--- config.mk ---
export PLATFORM = sky130hd
export DESIGN_NAME = mul_hilo_seq
export DESIGN_NICKNAME = d
export VERILOG_FILES = /design/src/rtl/mul_hilo_pkg.sv /design/src/rtl/mul_hilo_seq_hilo_reg_pair.sv /design/src/rtl/mul_hilo_seq.sv
export SDC_FILE = /design/constraint.sdc
export NUM_CORES = 1
export LEC_CHECK = 0
export BUFFER_PORTS_ARGS = -buffer_cell sky130_fd_sc_hd__buf_4
export CAP_MARGIN = 20
export CORE_MARGIN = 3
export CORE_UTILIZATION = 44
export CTS_CLUSTER_DIAMETER = 40
export DETAILED_ROUTE_END_ITERATION = 8
export PLACE_DENSITY = 0.91
export SYNTH_ARGS = -nofsm -noshare
export SYNTH_HDL_FRONTEND = slang
export SYNTH_HIERARCHICAL = 1
export SYNTH_SLANG_ARGS = --single-unit
--- constraint.sdc ---
create_clock -name clock -period 2 [get_ports clock]
set_input_delay 0.3 -clock clock [delete_from_list [all_inputs] [get_ports clock]]
set_output_delay 0.3 -clock clock [all_outputs]
set_load 0.01 [all_outputs]
--- src/rtl/mul_hilo_pkg.sv ---
// Shared types and widths for the HI/LO multiply sequencer.
// Optional overflow flag is enabled with MUL_HILO_OVF_EN.
package mul_hilo_pkg;

    localparam int unsigned WORD_W = 32;
    localparam int unsigned PROD_W = 64;
    localparam int unsigned CNT_W  = 4;

    typedef enum logic [1:0] {
        IDLE  = 2'd0,
        WAIT  = 2'd1,
        WR_LO = 2'd2,
        WR_HI = 2'd3
    } state_t;

    // Product does not fit in a signed word when the top 33 bits are not all equal
    function automatic logic prod_ovf(input logic [PROD_W-1:0] p);
        return !((&p[PROD_W-1:WORD_W-1]) || (~|p[PROD_W-1:WORD_W-1]));
    endfunction

endpackage

--- src/rtl/mul_hilo_seq_hilo_reg_pair.sv ---
// HI/LO product holding registers with load enable and synchronous clear.
module hilo_reg_pair
    import mul_hilo_pkg::*;
(
    input  logic              clock,
    input  logic              clear,
    input  logic              load,
    input  logic [PROD_W-1:0] prod,
    output logic [WORD_W-1:0] hi,
    output logic [WORD_W-1:0] lo
);

    always_ff @(posedge clock) begin
        if (clear) begin
            hi <= '0;
            lo <= '0;
        end else if (load) begin
            hi <= prod[PROD_W-1:WORD_W];
            lo <= prod[WORD_W-1:0];
        end
    end

endmodule

--- src/rtl/mul_hilo_seq.sv ---
// Sequencer for an external multicycle multiplier: registers operands, waits, captures HI/LO, writes LO then HI.
// Define MUL_HILO_OVF_EN to add the registered ovf output.
module mul_hilo_seq
    import mul_hilo_pkg::*;
#(
    parameter int unsigned MUL_WAIT = 2
)
(
    input  logic              clock,
    input  logic              clear,
    input  logic              start,
    input  logic [WORD_W-1:0] op_a,
    input  logic [WORD_W-1:0] op_b,
    output logic [WORD_W-1:0] mul_m,
    output logic [WORD_W-1:0] mul_q,
    input  logic [PROD_W-1:0] mul_p,
    output logic              busy,
    output logic [WORD_W-1:0] bus_out,
    output logic              bus_sel,
    output logic              bus_valid,
    input  logic              bus_ready,
    output logic [WORD_W-1:0] hi,
    output logic [WORD_W-1:0] lo,
    output logic              done
`ifdef MUL_HILO_OVF_EN
    ,
    output logic              ovf
`endif
);

    localparam logic [CNT_W-1:0] CNT_INIT = CNT_W'(MUL_WAIT - 1);

    state_t           state;
    state_t           state_n;
    logic [CNT_W-1:0] cnt;
    logic             accept_c;
    logic             capture_c;

    // State register
    always_ff @(posedge clock) begin
        if (clear) begin
            state <= IDLE;
        end else begin
            state <= state_n;
        end
    end

    // Next-state logic and internal strobes
    always_comb begin
        state_n   = state;
        accept_c  = 1'b0;
        capture_c = 1'b0;
        case (state)
            IDLE: begin
                if (start) begin
                    state_n  = WAIT;
                    accept_c = 1'b1;
                end
            end
            WAIT: begin
                if (cnt == '0) begin
                    state_n   = WR_LO;
                    capture_c = 1'b1;
                end
            end
            WR_LO: begin
                if (bus_ready) begin
                    state_n = WR_HI;
                end
            end
            WR_HI: begin
                if (bus_ready) begin
                    state_n = IDLE;
                end
            end
            default: state_n = IDLE;
        endcase
    end

    // Bus outputs decoded from the registered state; done follows bus_ready in WR_HI
    always_comb begin
        busy      = 1'b0;
        bus_valid = 1'b0;
        bus_sel   = 1'b0;
        bus_out   = '0;
        done      = 1'b0;
        case (state)
            WAIT: begin
                busy = 1'b1;
            end
            WR_LO: begin
                busy      = 1'b1;
                bus_valid = 1'b1;
                bus_out   = lo;
            end
            WR_HI: begin
                busy      = 1'b1;
                bus_valid = 1'b1;
                bus_sel   = 1'b1;
                bus_out   = hi;
                done      = bus_ready;
            end
            default: begin
                busy = 1'b0;
            end
        endcase
    end

    // Operand registers hold until the next accepted start; settle counter
    always_ff @(posedge clock) begin
        if (clear) begin
            cnt   <= '0;
            mul_m <= '0;
            mul_q <= '0;
        end else if (accept_c) begin
            cnt   <= CNT_INIT;
            mul_m <= op_a;
            mul_q <= op_b;
        end else if ((state == WAIT) && (cnt != '0)) begin
            cnt <= cnt - CNT_W'(1);
        end
    end

    hilo_reg_pair u_hilo (
        .clock (clock),
        .clear (clear),
        .load  (capture_c),
        .prod  (mul_p),
        .hi    (hi),
        .lo    (lo)
    );

`ifdef MUL_HILO_OVF_EN
    // Overflow flag tracks the most recent capture
    always_ff @(posedge clock) begin
        if (clear) begin
            ovf <= 1'b0;
        end else if (capture_c) begin
            ovf <= prod_ovf(mul_p);
        end
    end
`endif

endmodule

==> flow_summary.ini, run 1 <==
[routing]
postRouteWirelength_um = 17180
drtIter0Drc = 355
vias = 5215
vias_per_cell = 5.073
drc = 0
antenna_left = 0
drtPass1Iterations = 5
wl_per_cell_um = 16.71

[floorplan]
start_util = 0.4524
die-area_um2 = 13130
die_w_um = 114.6
die_h_um = 114.6
num_io_pins = 296
core-area_um2 = 11470
rows = 39

[placed_design]
port_buffers = 295
dp_hpwl_um = 12000
dp_worst_setup_slack_ns = 0.07395
dp_cells = 984
gp_congestion = 0.8619
post_dp_cell_area_um2 = 7571

[sta]
hold_violations = 0
setup_slack_ns = -0.1963
setup_violations = 33
tightest_slew_ns = 0.7112
fin_skew_ns = 0.01729
final_max_slew_viol_count = 0
rsz0062_at_grt = yes
min_period_over_period = 1.098
period_needed_ns = 2.196
relSlewSlack = 0.5259
max_clock_freq_ghz = 0.4553

[global_routing]
grt_usage = 0.2469
grt_first_pass_wirelength_um = 25420
antenna_found_initial = 0
use_met1 = 0.2605
first_global_vias = 5057
overflow = 0
met3_usage = 0.08298
grt_use_met2 = 0.4435
top_usage_layer = met2
grt_max_degree = 69

[synthesis]
synth_area_per_cell_um2 = 9.069
synth_top_family_by_area = simple AND/OR/NAND/NOR gates
yosys.area.top_type = dfxtp_1
synth_most_common_cell = dfxtp_1
synth.distinct_cells = 29
synthSimpleGateAreaFrac = 0.1585
synthMuxAreaShare = 0.1274
synth_compound_area_frac = 0.1266
synth_nets = 710
syn_area_um2 = 5187
ys.warnings.count = 6
synth-seq-cells = 134
synthTopCellsByCount = dfxtp_1, nand2_1, a21oi_1, mux2i_1, nor2_1
synth_area_leaders = dfxtp_1, mux2i_1, nand2_1
synthFlopType = dfxtp_1
async_reset_ff_frac = 0
synthAdderAreaFrac = 0.01447
synth_top_area_share = 0.5171
synthCells = 572
seq_area_frac_synth = 0.5171
synthXorXnorAreaFrac = 0.001688
synth_edf_count = 0

[finish]
final-seq-area_um2 = 2688
finalCoreUtilization = 0.7405
multi_input_area_um2 = 2255
stdcell_count = 1028
fin_nets = 1010
layout-drive-gt1-share = 0.4158
fill_cells = 771
antenna_cells = 0
area_delta_synth_final_pct = 63.70
stdcell_area_um2 = 8492

[min_path]
hold_end = mul_q[18]$_SDFFE_PP0P_
hold_depth = 3
hold_path_class = input port to flop
worstHoldStart = op_b[18]

[critical_path]
path_cells = inv_4 -> ha_4 -> or2_1 -> and2_4 -> buf_16 -> a22o_1 -> buf_6
cp-end-kind = primary output
worst-setup-path-type = flop to primary output
ff2ff_path_depth = 8
crit_arrival_ns = 1.90
reg2reg_from = cnt[0]$_SDFFE_PP0P_
critPathMaxFanout = 8
worstReg2RegEnd = u_hilo/lo[14]$_SDFFE_PP0P_
crit_path_top_delay_cell = dfxtp_4
cp_top_family = simple AND/OR/NAND/NOR gates
critPathRequiredTime_ns = 1.70
worst-path-buf-inv = 3
setup.worst_path.start_class = flop
crit_path_max_incr_delay_ns = 0.37
critPathLaunch = state[0]$_SDFFE_PP0P_
rrSetupSlack_ns = -0.02

[cts]
cts_tree = done
clk_latency_ns = 0.41
clk_pin_slew_ns = 0.06
clock_path_buffers = 2
cts.sinks = 134
h-tree-depth = 4
cts_buffers = 17
cts_hold_buffers = 0
cts_root_buffer = clkbuf_16

[run_status]
status = finished with violations
failed_checks = setup timing

[pwr]
p_leak_nw = 3.898
ir_worst_vdd_mv = 0.8475
power.density_nw_per_um2 = 1237

[flow_run]
timing.max_cap.violations = 0
-- metal layers --
layer / part of all wire / vias to the layer above
li1: - / 2518
met1: 0.36 / 2394
met2: 0.52 / 271
met3: 0.094 / 32
met4: 0.028 / 0
met5: 0 / -
-- where the power goes --
part | internal, mW | leakage, nW | switching (mW)
clock | 2.05 | 0.298 | 1.18
sequential | 3.19 | 1.10 | 0.415
combinational | 1.85 | 2.50 | 1.81
total | 7.09 | 3.90 | 3.41
-- area by class of cell --
| class | instances | area share |
|---|---|---|
| timing repair buffer | 326 | 0.3197 |
| sequential | 134 | 0.3165 |
| multi-input combinational | 385 | 0.2655 |
| clock buffer | 20 | 0.05378 |
| tap | 143 | 0.02107 |
| clock inverter | 12 | 0.01960 |
| inverter | 8 | 0.003831 |
-- worst max-delay path by stage --
| stage | end | slack (ns) | depth (start not counted) |
|---|---|---|---|
| floorplan | bus_out[10] | 0.007 | 8 |
| global placement | bus_out[23] | 0.15 | 7 |
| detailed placement | bus_out[19] | 0.07 | 7 |
| CTS | bus_out[7] | -0.20 | 7 |
| global route | bus_out[2] | -0.25 | 7 |
| finish | bus_out[2] | -0.20 | 7 |
-- per-stage QoR --
step / total power [mW] / hold WS [ns] / setup TNS (ns)
2_1_floorplan: 5.563 / 0.4360 / 0
3_3_place_gp: 7.000 / 0.4415 / 0
3_5_place_dp: 7.103 / 0.4466 / 0
4_1_cts: 10.46 / 0.1162 / -5.844
5_1_grt: 11.03 / 0.1305 / -7.919
6_report: 10.50 / 0.1335 / -5.488
-- registers in the layout (all words and copies together) (netlist names) --
signal / cells
mul_q: 32
cnt: 4
u_hilo/lo: 32
mul_m: 32
state: 2
u_hilo/hi: 32
-- logic make-up after synthesis --
group / Yosys count
adders and majority gates: 6
AOI/OAI and AO/OA: 104
buffers and inverters: 53
muxes: 66
xor gates and xnor gates: 1
and+or+nand+nor: 208
DFF: 134
-- worst register-to-register path: cells and delay by family, from the launching register on --
kind | cells | cell delay, ns
buf+inv | 3 | 0.40
simple gates | 3 | 0.73
flops | 1 | 0.32
mux | 1 | 0.26
fa+ha+maj | 1 | 0.16
-- layout by cell type (no fill, tap or decap), types with 2 or more instances in the layout --
cell type | Yosys | routed
buf_6 | 1 | 32
clkbuf_8 | 0 | 2
bufinv_16 | 0 | 3
clkinvlp_4 | 0 | 2
buf_16 | 0 | 3
nand2b_1 | 4 | 4
inv_6 | 0 | 4
inv_1 | 8 | 7
buf_4 | 0 | 284
mux2i_1 | 66 | 66
clkbuf_16 | 0 | 17
dfxtp_1 | 134 | 132
buf_12 | 0 | 7
a22o_1 | 32 | 32
nand2_1 | 129 | 128
clkinv_4 | 0 | 3
a21oi_1 | 66 | 66
nor2_1 | 66 | 65
ha_1 | 6 | 4
-- timing repair --
action | in CTS | in global routing
setup endpoints to repair | 32 | 36
cloned | 3 | 0
hold endpoints to repair | 0 | 0
gates resized for setup | 44 | 2
setup buffers | 3 | 6
pin swaps | 8 | 11
No activity file was read; power rests on OpenSTA's default activity.
==> run 2, diff against run 1 <==
--- a/config.mk
+++ b/config.mk
@@ -5,13 +5,13 @@
 export SDC_FILE = /design/constraint.sdc
 export NUM_CORES = 1
 export LEC_CHECK = 0
-export BUFFER_PORTS_ARGS = -buffer_cell sky130_fd_sc_hd__buf_4
 export CAP_MARGIN = 20
-export CORE_MARGIN = 3
-export CORE_UTILIZATION = 44
+export CORE_AREA = 3 3 113 115
 export CTS_CLUSTER_DIAMETER = 40
 export DETAILED_ROUTE_END_ITERATION = 8
-export PLACE_DENSITY = 0.91
+export DIE_AREA = 0 0 116 118
+export DONT_BUFFER_PORTS = 1
+export PLACE_DENSITY = 0.71
 export SYNTH_ARGS = -nofsm -noshare
 export SYNTH_HDL_FRONTEND = slang
 export SYNTH_HIERARCHICAL = 1
==> constraint.sdc (replaced) <==
create_clock -name clock -period 1.8 [get_ports clock]
set_input_delay 0.27 -clock clock [delete_from_list [all_inputs] [get_ports clock]]
set_output_delay 0.27 -clock clock [all_outputs]
set_load 0.01 [all_outputs]
==> run 2 against run 1 <==
Effect of this change:
- the flow finishes with violations (hold timing, setup timing)
- largest power group is now registers
- flip-flop and latch count unchanged
- clock-buffer cell count up 6
- highest routed layer is now met5
- final area down 29%
- setup slack worse by 0.016 ns
- core utilization down 23 points
- via count down 22%
==> flow_summary.ini, run 2 (synthesis gave the netlist of run 1 again) <==
[floorplan]
rows = 40
core-area_um2 = 11910
die_w_um = 116
start_util = 0.4355
num_io_pins = 296
die_h_um = 118
die-area_um2 = 13690

[placed_design]
gp_congestion = 0.7441
dp_cells = 684
dp_hpwl_um = 9030
port_buffers = 0

[routing]
drtIter0Drc = 228
vias = 4086
vias_per_cell = 5.613
postRouteWirelength_um = 13870
drtPass1Iterations = 5
wl_per_cell_um = 19.05
drc = 0
antenna_left = 0

[critical_path]
worstReg2RegEnd = u_hilo/hi[12]$_SDFFE_PP0P_
cp-end-kind = primary output
critPathRequiredTime_ns = 1.53
ff2ff_path_depth = 8
worst-setup-path-type = flop to primary output
crit_arrival_ns = 1.74
critPathMaxFanout = 8
reg2reg_from = cnt[1]$_SDFFE_PP0P_
rrSetupSlack_ns = 0.03
setup.worst_path.start_class = flop

[global_routing]
first_global_vias = 3949
grt_usage = 0.1901
antenna_found_initial = 1
overflow = 0
grt_max_degree = 135
grt_first_pass_wirelength_um = 20310

[sta]
fin_setup_tns_ns = -5.838
setup_violations = 32
max_clock_freq_ghz = 0.4969
min_period_over_period = 1.118
rsz0062_at_grt = yes
period_needed_ns = 2.013
hold_violations = 81
final_max_slew_viol_count = 0
relSlewSlack = 0.7506
setup_slack_ns = -0.2126
hold-worst-slack_ns = -0.05998
tightest_slew_ns = 0.3741
fin_skew_ns = 0.004452

[finish]
fin_nets = 708
final_cell_mix = dfxtp_1, nand2_1, a21oi_1
layout-drive-gt1-share = 0.1222
stdcell_count = 728
mostFrequentLayoutCell = dfxtp_1
finalCoreUtilization = 0.5092
area_delta_synth_final_pct = 16.93
antenna_cells = 0

[min_path]
hold_end = u_hilo/lo[19]$_SDFFE_PP0P_
hold_path_class = input port to flop
worstHoldStart = clear
hold_depth = 1

[cts]
cts.sinks = 134
cts_buffers = 17
cts_root_buffer = clkbuf_16
clk_pin_slew_ns = 0.05
h-tree-depth = 4
clk_latency_ns = 0.41
cts_tree = done
clock_path_buffers = 2

[flow_run]
timing.max_cap.violations = 0

[pwr]
p_leak_nw = 2.304
power.density_nw_per_um2 = 1701
ir_worst_vdd_mv = 0.7190
power_mw = 10.32

[run_status]
status = finished with violations
failed_checks = hold timing, setup timing
## run 2: layer usage
| layer | wire, µm | GRT usage | up-vias |
|---|---|---|---|
| li1 | - | - | 1915 |
| met1 | 5050 | 0.1959 | 1899 |
| met2 | 6972 | 0.3263 | 248 |
| met3 | 1564 | 0.08278 | 22 |
| met4 | 269 | 0.08920 | 2 |
| met5 | 13 | 0 | - |
## run 2: area by class of cell
type / instances / area (µm²)
fillers: 1054 / 5846
flip-flops and latches: 134 / 2689
multi-input cells: 388 / 2335
clock buffers: 26 / 489.2
repair buffers: 21 / 266.5
well taps: 147 / 183.9
clock inverters: 4 / 70.07
inverters: 8 / 32.53
## run 2: what timing repair did
item	4_1_cts	5_1_grt
pin swaps	3	9
gates cloned	4	3
buffers inserted	3	5
gates resized for setup	13	12
endpoints found under the hold margin	129	129
setup endpoints to repair	57	98
## run 2: worst max-delay path by stage
stage / startpoint / end / slack [ns] / cells past startpoint
floorplan: state[0]$_SDFFE_PP0P_ / bus_out[10] / -0.04 / 8
global placement: cnt[1]$_SDFFE_PP0P_ / u_hilo/lo[7]$_SDFFE_PP0P_ / 0.05 / 7
detailed placement: cnt[0]$_SDFFE_PP0P_ / u_hilo/lo[30]$_SDFFE_PP0P_ / -0.04 / 7
CTS: state[0]$_SDFFE_PP0P_ / bus_out[28] / -0.23 / 4
global route: state[0]$_SDFFE_PP0P_ / bus_out[10] / -0.26 / 5
finish: state[0]$_SDFFE_PP0P_ / bus_out[28] / -0.21 / 5
## run 2: where the power goes
| group | total (mW) | internal, mW | switching [mW] |
|---|---|---|---|
| logic | 2.76 | 1.30 | 1.46 |
| clock network | 3.27 | 2.13 | 1.14 |
| registers | 4.29 | 3.55 | 0.747 |
| total | 10.3 | 6.97 | 3.35 |
## run 2: through the flow
| step | setup WS, ns | cell area [µm²] |
|---|---|---|
| 6_report | -0.2126 | 6066 |
| 3_5_place_dp | -0.03547 | 5265 |
| 4_1_cts | -0.2335 | 5937 |
| 3_3_place_gp | 0.04965 | 5265 |
| 2_1_floorplan | -0.04493 | 5226 |
| 5_1_grt | -0.2594 | 6066 |
## run 2: worst max-delay path: stages (launching register included)
cell	delay, ns
dfxtp_4	0.38
inv_4	0.04
ha_4	0.15
or2_4	0.29
and2_4	0.21
a22o_4	0.26
==> run 3, diff against run 2 <==
--- a/config.mk
+++ b/config.mk
@@ -6,13 +6,12 @@
 export NUM_CORES = 1
 export LEC_CHECK = 0
 export CAP_MARGIN = 20
-export CORE_AREA = 3 3 113 115
+export CORE_AREA = 3 3 115 117
 export CTS_CLUSTER_DIAMETER = 40
 export DETAILED_ROUTE_END_ITERATION = 8
-export DIE_AREA = 0 0 116 118
+export DIE_AREA = 0 0 118 120
 export DONT_BUFFER_PORTS = 1
-export PLACE_DENSITY = 0.71
+export PLACE_DENSITY = 0.68
 export SYNTH_ARGS = -nofsm -noshare
 export SYNTH_HDL_FRONTEND = slang
-export SYNTH_HIERARCHICAL = 1
 export SYNTH_SLANG_ARGS = --single-unit
==> run 3 against run 2 <==
Effect of this change:
- largest cell class unchanged
- final cell count increased by 12%
- wire length rose by 5.5%
- via count increased by 7.8%
- clock power increased by 11%
- first-iteration DRC count grew 71%
- the run still ends with hold timing, setup timing left
- setup slack better by 0.012 ns
- critical path depth unchanged
- core utilization decreased by 2.9 points
- final area decreased by 1.4%
- sequential power barely moved
==> flow_summary.ini, run 3 <==
[cts]
clk_latency_ns = 0.41
cts_root_buffer = clkbuf_16
clock_path_buffers = 2
cts_buffers = 17
clk_pin_slew_ns = 0.05
h-tree-depth = 4
cts.sinks = 134
cts_tree = done

[placed_design]
port_buffers = 0
gp_congestion = 0.7348
dp_cells = 773
dp_hpwl_um = 9959
post_dp_cell_area_um2 = 5256

[sta]
relSlewSlack = 0.7470
tightest_slew_ns = 0.3795
rsz0062_at_grt = yes
period_needed_ns = 2.001
setup_slack_ns = -0.2010
fin_skew_ns = 0.005821
fin_setup_tns_ns = -5.699
hold-worst-slack_ns = -0.06214
hold_violations = 58
min_period_over_period = 1.112
setup_violations = 32
final_max_slew_viol_count = 0
max_clock_freq_ghz = 0.4998

[critical_path]
worst-setup-path-type = flop to primary output
cp-end-kind = primary output
worst-path-buf-inv = 1
ff2ff_path_depth = 6
cp.depth = 5
path_cells = inv_4 -> ha_4 -> or2_4 -> and2_4 -> a22o_1
crit_path_top_delay_cell = dfxtp_4
critPathMaxFanout = 8
crit_path_max_incr_delay_ns = 0.37
critPathRequiredTime_ns = 1.53
cp_top_family = simple AND/OR/NAND/NOR gates
crit_arrival_ns = 1.73
setup.worst_path.start_class = flop

[finish]
final_cell_mix = nand2_1, dfxtp_1, a21oi_1
final-seq-area_um2 = 2688
antenna_cells = 0
layout-drive-gt1-share = 0.09984
stdcell_count = 813
fill_cells = 1239
fin_nets = 766
mostFrequentLayoutCell = nand2_1
multi_input_area_um2 = 2241
area_delta_synth_final_pct = 17.53
stdcell_area_um2 = 5982

[routing]
drtIter0Drc = 391
drc = 0
wl_per_cell_um = 18.00
drtPass1Iterations = 5
top_layer_used = met5
met3_length_um = 1592
vias_per_cell = 5.416
met2WireLength_um = 7255
vias = 4403
met1Wirelength_um = 5599
postRouteWirelength_um = 14630
antenna_left = 0

[synthesis]
synth_edf_count = 0
synthTopCellsByCount = nand2_1, dfxtp_1, a21oi_1, clkbuf_1, a22o_1
synth_most_common_cell = nand2_1
synth_area_leaders = dfxtp_1, nand2_1, a21oi_1
ys.warnings.count = 0
synth_area_per_cell_um2 = 7.904
synth-seq-cells = 134
synthFlopType = dfxtp_1
synthCells = 644
synth_nets = 782
synth_top_area_share = 0.5270
syn_area_um2 = 5090
seq_area_frac_synth = 0.5270
yosys.area.top_type = dfxtp_1
async_reset_ff_frac = 0
synth.distinct_cells = 27

[run_status]
failed_checks = hold timing, setup timing
status = finished with violations

[floorplan]
rows = 41
die-area_um2 = 14160
die_w_um = 118
die_h_um = 120
num_io_pins = 296
core-area_um2 = 12470
start_util = 0.4083

[global_routing]
antenna_found_initial = 1
first_global_vias = 4138
grt_usage = 0.1968
grt_max_degree = 135
overflow = 0
grt_first_pass_wirelength_um = 22190

[pwr]
ir_worst_vdd_mv = 0.9193
p_leak_nw = 2.173
power_mw = 10.28
power.density_nw_per_um2 = 1719

[min_path]
hold_path_class = input port to flop
hold_depth = 1

[flow_run]
timing.max_cap.violations = 0
==> run 3: cell count changes in the layout (fill, tap and decap cells not counted), moves of 3 or more <==
cell,before,now
clkbuf_1,6,2
mux2i_1,63,1
clkinv_4,0,3
buf_6,3,0
nor2_1,65,1
clkinvlp_4,0,3
nand2_1,128,256
a21oi_1,66,130
==> run 3: final timing paths <==
check,startpoint,endpoint,slack (ns)
hold reg to reg,mul_m[30]$_SDFFE_PP0P_,mul_m[30]$_SDFFE_PP0P_,0.50
setup / recovery,state[0]$_SDFFE_PP0P_,bus_out[28],-0.20
setup reg to reg,state[0]$_SDFFE_PP0P_,state[1]$_SDFFE_PP0P_,0.07
hold / removal,clear,u_hilo.hi[11]$_SDFFE_PP0P_,-0.06
==> run 3: layer usage <==
layer / global-route usage / vias to the layer above
met5: 0 / -
met4: 0.04615 / 2
met3: 0.09189 / 14
met2: 0.3255 / 230
met1: 0.2335 / 2069
li1: - / 2088
==> run 3: layout make-up <==
type,instances,share of cell area
clock buffers,21,0.07697
clock inverters,11,0.02907
inverters,7,0.004811
multi-input cells,453,0.3746
flip-flops and latches,134,0.4493
well taps,172,0.03598
repair buffers,15,0.02928
==> run 3: cell families (layout without fill, tap and decap cells) <==
group / count (synthesis) / after routing / share of synthesized area
AND/OR/NAND/NOR: 273 / 276 / 0.2121
AO/OA/AOI/OAI: 168 / 168 / 0.1930
flip-flops: 134 / 134 / 0.5270
buffers and inverters: 60 / 54 / 0.04744
adder cells (fa/ha/maj): 6 / 6 / 0.01475
multiplexers: 2 / 2 / 0.003933
XOR/XNOR: 1 / 1 / 0.001721
==> run 3: worst reg2reg max path: cells and delay by family (launching register included) <==
kind | cells | cell delay [ns]
flip-flops | 1 | 0.37
buffers and inverters | 2 | 0.23
multiplexers | 1 | 0.23
AND/OR/NAND/NOR | 1 | 0.31
AO/OA/AOI/OAI | 1 | 0.35
adder cells (fa/ha/maj) | 1 | 0.15
==> run 3: timing repair <==
| action | CTS | global route |
|---|---|---|
| pin swaps | 8 | 5 |
| setup endpoints to repair | 33 | 34 |
| resized for setup | 9 | 2 |
| buffers inserted | 3 | 2 |
| endpoints found under the hold margin | 129 | 129 |
| cloned | 3 | 0 |
==> run 3: metrics by stage <==
stage	hold slack [ns]	util	setup slack [ns]
2_1_floorplan	0.4060	-	-0.04493
6_report	-0.06214	0.4799	-0.2010
3_3_place_gp	0.3571	0.4217	0.1677
4_1_cts	-0.07477	0.4782	-0.2277
3_5_place_dp	0.3576	0.4217	0.01342
5_1_grt	-0.08674	0.4799	-0.2443
==> run 3: report_power, final <==
group	internal [mW]	switching (mW)	leakage, nW
Sequential	3.54	0.768	1.10
Combinational	0.881	1.46	0.777
Clock	2.40	1.24	0.299
Total	6.82	3.47	2.17
